===== config.mk =====
export PLATFORM = sky130hd
export DESIGN_NAME = regfile_mp
export DESIGN_NICKNAME = d
export VERILOG_FILES = /design/src/rtl/regfile_mp.sv
export SDC_FILE = /design/constraint.sdc
export NUM_CORES = 2
export LEC_CHECK = 0
export CAP_MARGIN = 20
export CELL_PAD_IN_SITES_DETAIL_PLACEMENT = 1
export CELL_PAD_IN_SITES_GLOBAL_PLACEMENT = 2
export CORE_UTILIZATION = 39
export CTS_BUF_LIST = sky130_fd_sc_hd__clkbuf_4
export CTS_CLUSTER_DIAMETER = 200
export DETAILED_ROUTE_END_ITERATION = 8
export PLACE_DENSITY_LB_ADDON = 0.1
export SYNTH_ARGS = -nofsm -noshare
export SYNTH_HDL_FRONTEND = slang
export SYNTH_SLANG_ARGS = --single-unit

===== constraint.sdc =====
create_clock -name clk -period 5.5 [get_ports clk]
set_clock_uncertainty 0.15 [all_clocks]
set_input_delay 0.55 -clock clk [delete_from_list [all_inputs] [get_ports clk]]
set_output_delay 0.55 -clock clk [all_outputs]
set_load 0.05 [all_outputs]

===== src/rtl/regfile_mp.sv =====
// rtl/regfile_mp.sv - parametrised multi-port register file with bypass, kernel alias and clear sequencer
//
// Purpose:
//   NUM_RD synchronous read ports and NUM_WR write ports over NUM_REGS x DATA_W
//   registers. Same-cycle writes bypass to reads. In kernel mode, index
//   ALIAS_REG can be redirected to a shadow register. After reset the array is
//   zeroed one entry per enabled cycle, so the array itself needs no reset.
//
// Ports:
//   clk, rst_n       clock, synchronous active-low reset
//   clk_en           cycle enable; all state advances only when 1 (reset excepted)
//   kmode            kernel mode (enables aliasing)
//   ren/raddr/rd_no_alias/rdata   read ports, packed per port, 1-cycle latency
//   wen/waddr/wdata/wr_no_alias   write ports, packed per port, higher index wins
//   ready            clear sequence finished
//   wr_conflict      registered pulse: several write ports hit one target
//   ret_val          regs[RET_REG], 0 until ready
module regfile_mp #(
  parameter int DATA_W    = 32,
  parameter int NUM_REGS  = 32,
  parameter int NUM_RD    = 2,
  parameter int NUM_WR    = 2,
  parameter int ALIAS_EN  = 1,
  parameter int ALIAS_REG = 31,
  parameter int RET_REG   = 1,
  localparam int ADDR_W   = $clog2(NUM_REGS)
) (
  input  logic                     clk,
  input  logic                     rst_n,
  input  logic                     clk_en,
  input  logic                     kmode,
  input  logic [NUM_RD-1:0]        ren,
  input  logic [NUM_RD*ADDR_W-1:0] raddr,
  input  logic [NUM_RD-1:0]        rd_no_alias,
  output logic [NUM_RD*DATA_W-1:0] rdata,
  input  logic [NUM_WR-1:0]        wen,
  input  logic [NUM_WR*ADDR_W-1:0] waddr,
  input  logic [NUM_WR*DATA_W-1:0] wdata,
  input  logic [NUM_WR-1:0]        wr_no_alias,
  output logic                     ready,
  output logic                     wr_conflict,
  output logic [DATA_W-1:0]        ret_val
);

  localparam logic [ADDR_W-1:0] ALIAS_A = ADDR_W'(ALIAS_REG);
  localparam logic [ADDR_W-1:0] RET_A   = ADDR_W'(RET_REG);
  localparam logic [ADDR_W-1:0] LAST_A  = ADDR_W'(NUM_REGS - 1);

  typedef enum logic {CLEAR, RUN} state_t;

  state_t            state, state_nxt;
  logic [ADDR_W-1:0] clr_idx;
  logic [DATA_W-1:0] regs [NUM_REGS];
  logic [DATA_W-1:0] shadow;

  // Per write port: address, shadow redirect, and "really writes something".
  logic [ADDR_W-1:0] w_a   [NUM_WR];
  logic [NUM_WR-1:0] w_shd;
  logic [NUM_WR-1:0] w_act;
  logic              conflict;

  // Per read port: address, shadow redirect, next registered value.
  logic [ADDR_W-1:0] r_a    [NUM_RD];
  logic [NUM_RD-1:0] r_shd;
  logic [DATA_W-1:0] rd_nxt [NUM_RD];

  assign ready   = (state == RUN);
  assign ret_val = ready ? regs[RET_A] : '0;

  always_comb begin
    state_nxt = state;
    if (state == CLEAR && clr_idx == LAST_A) state_nxt = RUN;
  end

  always_ff @(posedge clk) begin
    if (!rst_n)      state <= CLEAR;
    else if (clk_en) state <= state_nxt;
  end

  always_comb begin
    for (int j = 0; j < NUM_WR; j++) begin
      w_a[j]   = waddr[j*ADDR_W +: ADDR_W];
      w_shd[j] = (ALIAS_EN != 0) && kmode && !wr_no_alias[j] && (w_a[j] == ALIAS_A);
      // Index 0 is not a target at all, so it neither writes nor conflicts.
      w_act[j] = wen[j] && (w_a[j] != '0);
    end
    conflict = 1'b0;
    for (int j = 0; j < NUM_WR; j++) begin
      for (int k = j + 1; k < NUM_WR; k++) begin
        // The shadow and regs[ALIAS_REG] share an index but are different targets.
        if (w_act[j] && w_act[k] && (w_a[j] == w_a[k]) && (w_shd[j] == w_shd[k]))
          conflict = 1'b1;
      end
    end
  end

  always_comb begin
    for (int i = 0; i < NUM_RD; i++) begin
      r_a[i]    = raddr[i*ADDR_W +: ADDR_W];
      r_shd[i]  = (ALIAS_EN != 0) && kmode && !rd_no_alias[i] && (r_a[i] == ALIAS_A);
      rd_nxt[i] = r_shd[i] ? shadow : regs[r_a[i]];
      // Ascending scan so the highest-index matching write port wins the bypass.
      for (int j = 0; j < NUM_WR; j++) begin
        if (w_act[j] && (w_a[j] == r_a[i]) && (w_shd[j] == r_shd[i]))
          rd_nxt[i] = wdata[j*DATA_W +: DATA_W];
      end
      if (r_a[i] == '0) rd_nxt[i] = '0;
    end
  end

  always_ff @(posedge clk) begin
    if (!rst_n) begin
      clr_idx     <= '0;
      shadow      <= '0;
      rdata       <= '0;
      wr_conflict <= 1'b0;
    end else if (clk_en) begin
      if (state == CLEAR) begin
        clr_idx <= clr_idx + ADDR_W'(1);
      end else begin
        wr_conflict <= conflict;
        for (int j = 0; j < NUM_WR; j++) begin
          if (w_act[j] && w_shd[j]) shadow <= wdata[j*DATA_W +: DATA_W];
        end
        for (int i = 0; i < NUM_RD; i++) begin
          if (ren[i]) rdata[i*DATA_W +: DATA_W] <= rd_nxt[i];
        end
      end
    end
  end

  // Array kept free of reset so it can map onto RAM; the clear sequencer zeroes it.
  always_ff @(posedge clk) begin
    if (rst_n && clk_en) begin
      if (state == CLEAR) begin
        regs[clr_idx] <= '0;
      end else begin
        for (int j = 0; j < NUM_WR; j++) begin
          if (w_act[j] && !w_shd[j]) regs[w_a[j]] <= wdata[j*DATA_W +: DATA_W];
        end
      end
    end
  end

endmodule


# Word-level counts from Yosys, hierarchy flattened
# Memories as Yosys holds them, arrays and structs flattened.
# Index checks and enable logic that the tools add are counted.
dict set report word_totals {
  ram_bits 1024
  word_cells 95
  latchBits 0
  in_bits 96
  mem_count 1
  reg_bits 103
  mem_bits_ro 0
}
# memory depth width read_ports rd_clocked_by_memory_dff write_ports line
set memory_table {}
lappend memory_table {regs 32 32 3 0 2 53} ;# logic [DATA_W-1:0] regs [NUM_REGS];
dict set report op_classes {
  mul 0
  n_reduce_logical 45
  eq_ne 15
  order_cmp 0
  n_bitwise 1
  shift 0
  n_addsub 1
  muxes 26
  div 0
}
# cell n
set op_table {}
lappend op_table {{2-to-1 mux 32 bit} 12}
lappend op_table {{OR reduction 32 bit} 1}
lappend op_table {{logical AND 1 bit} 27}
lappend op_table {{== test 5 bit} 5}
lappend op_table {{== test 5 bit, second input constant} 5}
lappend op_table {{2-to-1 mux 1 bit} 13}
lappend op_table {{logical NOT 5 bit} 2}
lappend op_table {{nonzero test 5 bit} 2}
lappend op_table {{AND reduction 3 bit} 3}
lappend op_table {{logical NOT 1 bit} 6}
lappend op_table {{AND reduction 2 bit} 3}
lappend op_table {{adder 5 x 1 -> 5 bit, second input constant} 1}
lappend op_table {{== test 1 bit} 5}
lappend op_table {{2-to-1 mux 5 bit} 1}
lappend op_table {{nonzero test 2 bit} 1}
lappend op_table {{NOT 1 bit} 1}

# Depth between registers and ports, before layout
dict set report depth {
  word_depth 11
  ltp_mapped 10
  depth_no_buf 6
}

# Worst setup path after synthesis
# No wires, ideal clock.
dict set report synth_path {
  path_kind {register to register}
  start {register state (netlist: ready)}
  end {memory regs[23][0] (enable)}
  slack_ps 251
  arrival_ps 4627
  stages_incl_launch_ff 9
  path_cell_list {dfxtp_1 -> and2_4 -> nand2_2 -> nor3_4 -> buf_2 -> buf_6 -> nand2_1 -> o32a_1 -> o32ai_1}
}
# element line
set synth_lines {}
lappend synth_lines {{start, declared} 51} ;# state_t state, state_nxt;
lappend synth_lines {{start signal, assigned} 77} ;# else if (clk_en) state <= state_nxt;
lappend synth_lines {{end, declared} 53}

# Worst setup path in the final report
dict set report layout_path {
  start {register state (netlist: ready)}
  end {output ret_val[10]}
}
dict set report layout_between {
  elab_chain_len 1
}
# element line
set layout_rtl {}
lappend layout_rtl {{2-to-1 mux 32 bit} 68} ;# assign ret_val = ready ? regs[RET_A] : '0;
lappend layout_rtl {{end, declared} 42} ;# output logic [DATA_W-1:0] ret_val
# No other way between the ends.

==> results.sh <==
export IMPL_status="finished, violations left"
export IMPL_violations="design-rule violations"
export IMPL_drcViolationCount=74
export IMPL_critPathTopFamily="buffers and inverters"
export IMPL_ys_flop_type="edfxtp_1"
export IMPL_syn_inst=6004
export IMPL_rows=149
export IMPL_coreArea_mm2=0.165
export IMPL_p_comb_share_pct=8.9
export IMPL_critical_path_class="register to output pin"
export IMPL_cp_slowest_stage_delay_ns=0.87
export IMPL_clockBufferDepth=4
export IMPL_power_density_mw_per_mm2=257
export IMPL_p_leak_nw=26.3
export IMPL_io_buffers=193
export IMPL_cts_tree="done"
export IMPL_drv_cap=0
export IMPL_ys_warn_count=0
export IMPL_wl_per_cell_um=35.0
export IMPL_crit_start="ready"
export IMPL_timing_final_crit_share_pct=70.7
export IMPL_r2r_start="ready"
export IMPL_seqPwrFrac_pct=47.9
export IMPL_synth_edff_count=1024
export IMPL_place_area_mm2=0.0699
export IMPL_async_flop_share_pct=0
export IMPL_vdd_drop_max_mv=0.216
export IMPL_die_area_mm2=0.168
export IMPL_hp_class="input pin to register"
export IMPL_wl_um=301000
export IMPL_yosysTopAreaCellShare_pct=47.4
export IMPL_clock_fmax_ghz=0.257
export IMPL_synth_top_cell_by_area="edfxtp_1"
export IMPL_area_growth_syn_to_layout_pct=15.6
export IMPL_cp_start_kind="register"
export IMPL_fin_crit_ns=3.89
export IMPL_p_sw_w=0.00522
export IMPL_cts_hold_buf=77
export IMPL_clk_pin_slew_ns=0.07
export IMPL_grt_first_pass_wirelength_um=419000
export IMPL_grt_max_degree=89
export IMPL_postCtsResizedCells=0
export IMPL_min_to="regs[3][16]"
export IMPL_postSynthAreaPerCell_um2=10.8
export IMPL_gr_total_overflow=0
export IMPL_cts_max_level=5
export IMPL_numClockSinks=1127
export IMPL_cp_buffers_inverters=2
export IMPL_drt_iter0_markers=6670
export IMPL_hp_start="wdata[48]"
export IMPL_slew_viol_final=0
export IMPL_root_buffer="clkbuf_4"
export IMPL_nNetsFinal=6249
export IMPL_syn_area_mm2=0.0648
export IMPL_synth_area_leaders="edfxtp_1, mux4_2, o21ai_0"
export IMPL_grt_pass1_vias=55100
export IMPL_post_place_cells=7912
export IMPL_relSlewSlack_pct=13.5
export IMPL_syn_nets=6102
export IMPL_ys_seq_area_share_pct=50.6
export IMPL_drive_above_1_share_pct=21.1
export IMPL_path_max_fanout=36
export IMPL_io_pins=194
export IMPL_grt_total_usage_pct=35.2
export IMPL_min_path_cells=4
export IMPL_fin_area_mm2=0.0749
export IMPL_synth_commonest_cells="nand2_1, o21ai_0, edfxtp_1, clkbuf_1, mux4_2"
export IMPL_firstDrtPassIters=8
export IMPL_p_int_w=0.0141
export IMPL_finalHoldViolations=0
export IMPL_drtAntennaViolNets=0
export IMPL_ys_types=61
export IMPL_worst_slew_pin_slew_ns=1.30
export IMPL_viasPerCell=6.48
export IMPL_cts_setup_buffers=0
export IMPL_gp_congestion=0.903
export IMPL_worst_slack_ns=1.61
export IMPL_setup_violations=0
export IMPL_pre_cts_slack_ns=1.05
export IMPL_power_frac_clock_pct=43.1
export IMPL_p_sw_share_pct=27.1
export IMPL_synth_most_common_cell="nand2_1"
export IMPL_antenna_found_initial=12
export IMPL_die_y_um=410
export IMPL_r2r_slack_ns=2.02
export IMPL_worstPathRequired_ns=4.80
export IMPL_slowest_stage="clkdlybuf4s50_1"
export IMPL_finalSetupTns_ns=0
export IMPL_rsz0062_at_grt="false"
export IMPL_fp_dieW_um=410
export IMPL_holdWs_ns=0.152
export IMPL_synth_seq_cells=1127
export IMPL_dpl_hpwl_um=183000
export IMPL_critPathArrivalTime_ns=3.19
export IMPL_num_vias=55600
export IMPL_fin_cells=8586
export IMPL_end_kind="output pin"
export IMPL_numCtsBuffers=347
export IMPL_clk_latency_ns=1.37
export IMPL_worst_r2r_endpoint="regs[6][9]"
export IMPL_reg2reg_depth=7
export IMPL_crit_chain="buf_4 -> and2_1 -> clkdlybuf4s50_1"
export IMPL_start_util_pct=39.3
==> tightest hold or removal path: stages <==
cell and delay, ns:
clkdlybuf4s50_1 0.40, buf_4 0.31, nand2_1 0.12, o21ai_0 0.07
==> how the worst max path moves through the flow <==
stage / to / slack [ns] / depth (start not counted)
4_1_cts: ret_val[9] / 1.50 / 3
2_1_floorplan: regs[23][0] / 0.25 / 8
6_report: ret_val[10] / 1.61 / 3
3_3_place_gp: regs[5][11] / 1.14 / 8
3_5_place_dp: regs[6][9] / 1.05 / 8
5_1_grt: ret_val[9] / 1.51 / 3
==> through the flow <==
stage	total power (W)	util, %
floorplan	0.0103	-
global placement	0.0111	42.4
detailed placement	0.0111	42.4
CTS	0.0194	45.4
global route	0.0198	45.4
finish	0.0193	45.4
==> sequential cells by signal, summed over array words and instances, names as in the netlist <==
signal	cells
wr_conflict	1
regs	1024
rdata	64
ready	1
shadow	32
clr_idx	5
==> power groups by stage <==
stage	clock network (W)	registers, W	logic, W
after floorplan	0	0.00942	0.000844
after global routing	0.00884	0.00924	0.00174
after CTS	0.00847	0.00924	0.00168
final	0.00832	0.00924	0.00172
after global placement	0	0.00942	0.00163
after detailed placement	0	0.00943	0.00163
==> per-layer routing <==
| metal | track usage (%) | routed length (um) | vias up |
|---|---|---|---|
| li1 | - | - | 23000 |
| met1 | 47.0 | 122000 | 28800 |
| met2 | 54.3 | 136000 | 3173 |
| met3 | 7.45 | 27500 | 651 |
| met4 | 17.4 | 15100 | 4 |
| met5 | 0 | 22 | - |
==> layout by cell type (no fill, tap or decap), types with 6 or more instances in the layout <==
cell                n
nor2_1             11
o21ai_0          1139
clkinv_1           57
nor3_4              9
a221oi_1           64
nand2_1          1193
diode_2             8
o31ai_1            31
inv_2               8
and2_4              6
clkdlybuf4s50_1   180
a31oi_1            64
o21ai_1            38
o31ai_4            11
o221ai_1           64
nand2_2            17
nand3_1           132
nor2_4             15
a211oi_1           92
mux2i_1           312
a221o_1            17
nor3_2              6
dfxtp_1           102
o21bai_4            8
o211a_1            32
and2_1            100
buf_12             58
xnor2_1            28
nor2b_1            36
clkbuf_4          518
dlygate4sd3_1      77
mux4_2            321
edfxtp_1         1024
buf_4             206
o32ai_4            12
nor3_1              6
a21oi_1            49
mux2_2            103
inv_1              40
o22ai_1           112
==> area by class of cell <==
class,instances,area (um2)
Fill cell,17600,90000
Sequential cell,1127,32800
Multi-Input combinational cell,4100,29600
Timing Repair Buffer,533,5430
Clock buffer,517,3880
Tap cell,2189,2740
Clock inverter,70,302
Inverter,42,158
Antenna cell,8,20.0
==> logic make-up after synthesis <==
logic type / count (synthesis) / share of synthesized area [%]
buffers and inverters: 777 / 4.95
and+or+nand+nor: 1577 / 10.4
AOI/OAI and AO/OA: 1751 / 15.8
xor gates and xnor gates: 33 / 0.446
muxes: 737 / 17.8
DFF: 1127 / 50.6
adders and majority gates: 2 / 0.0386
Note: power is estimated with default switching activity, not from simulation.
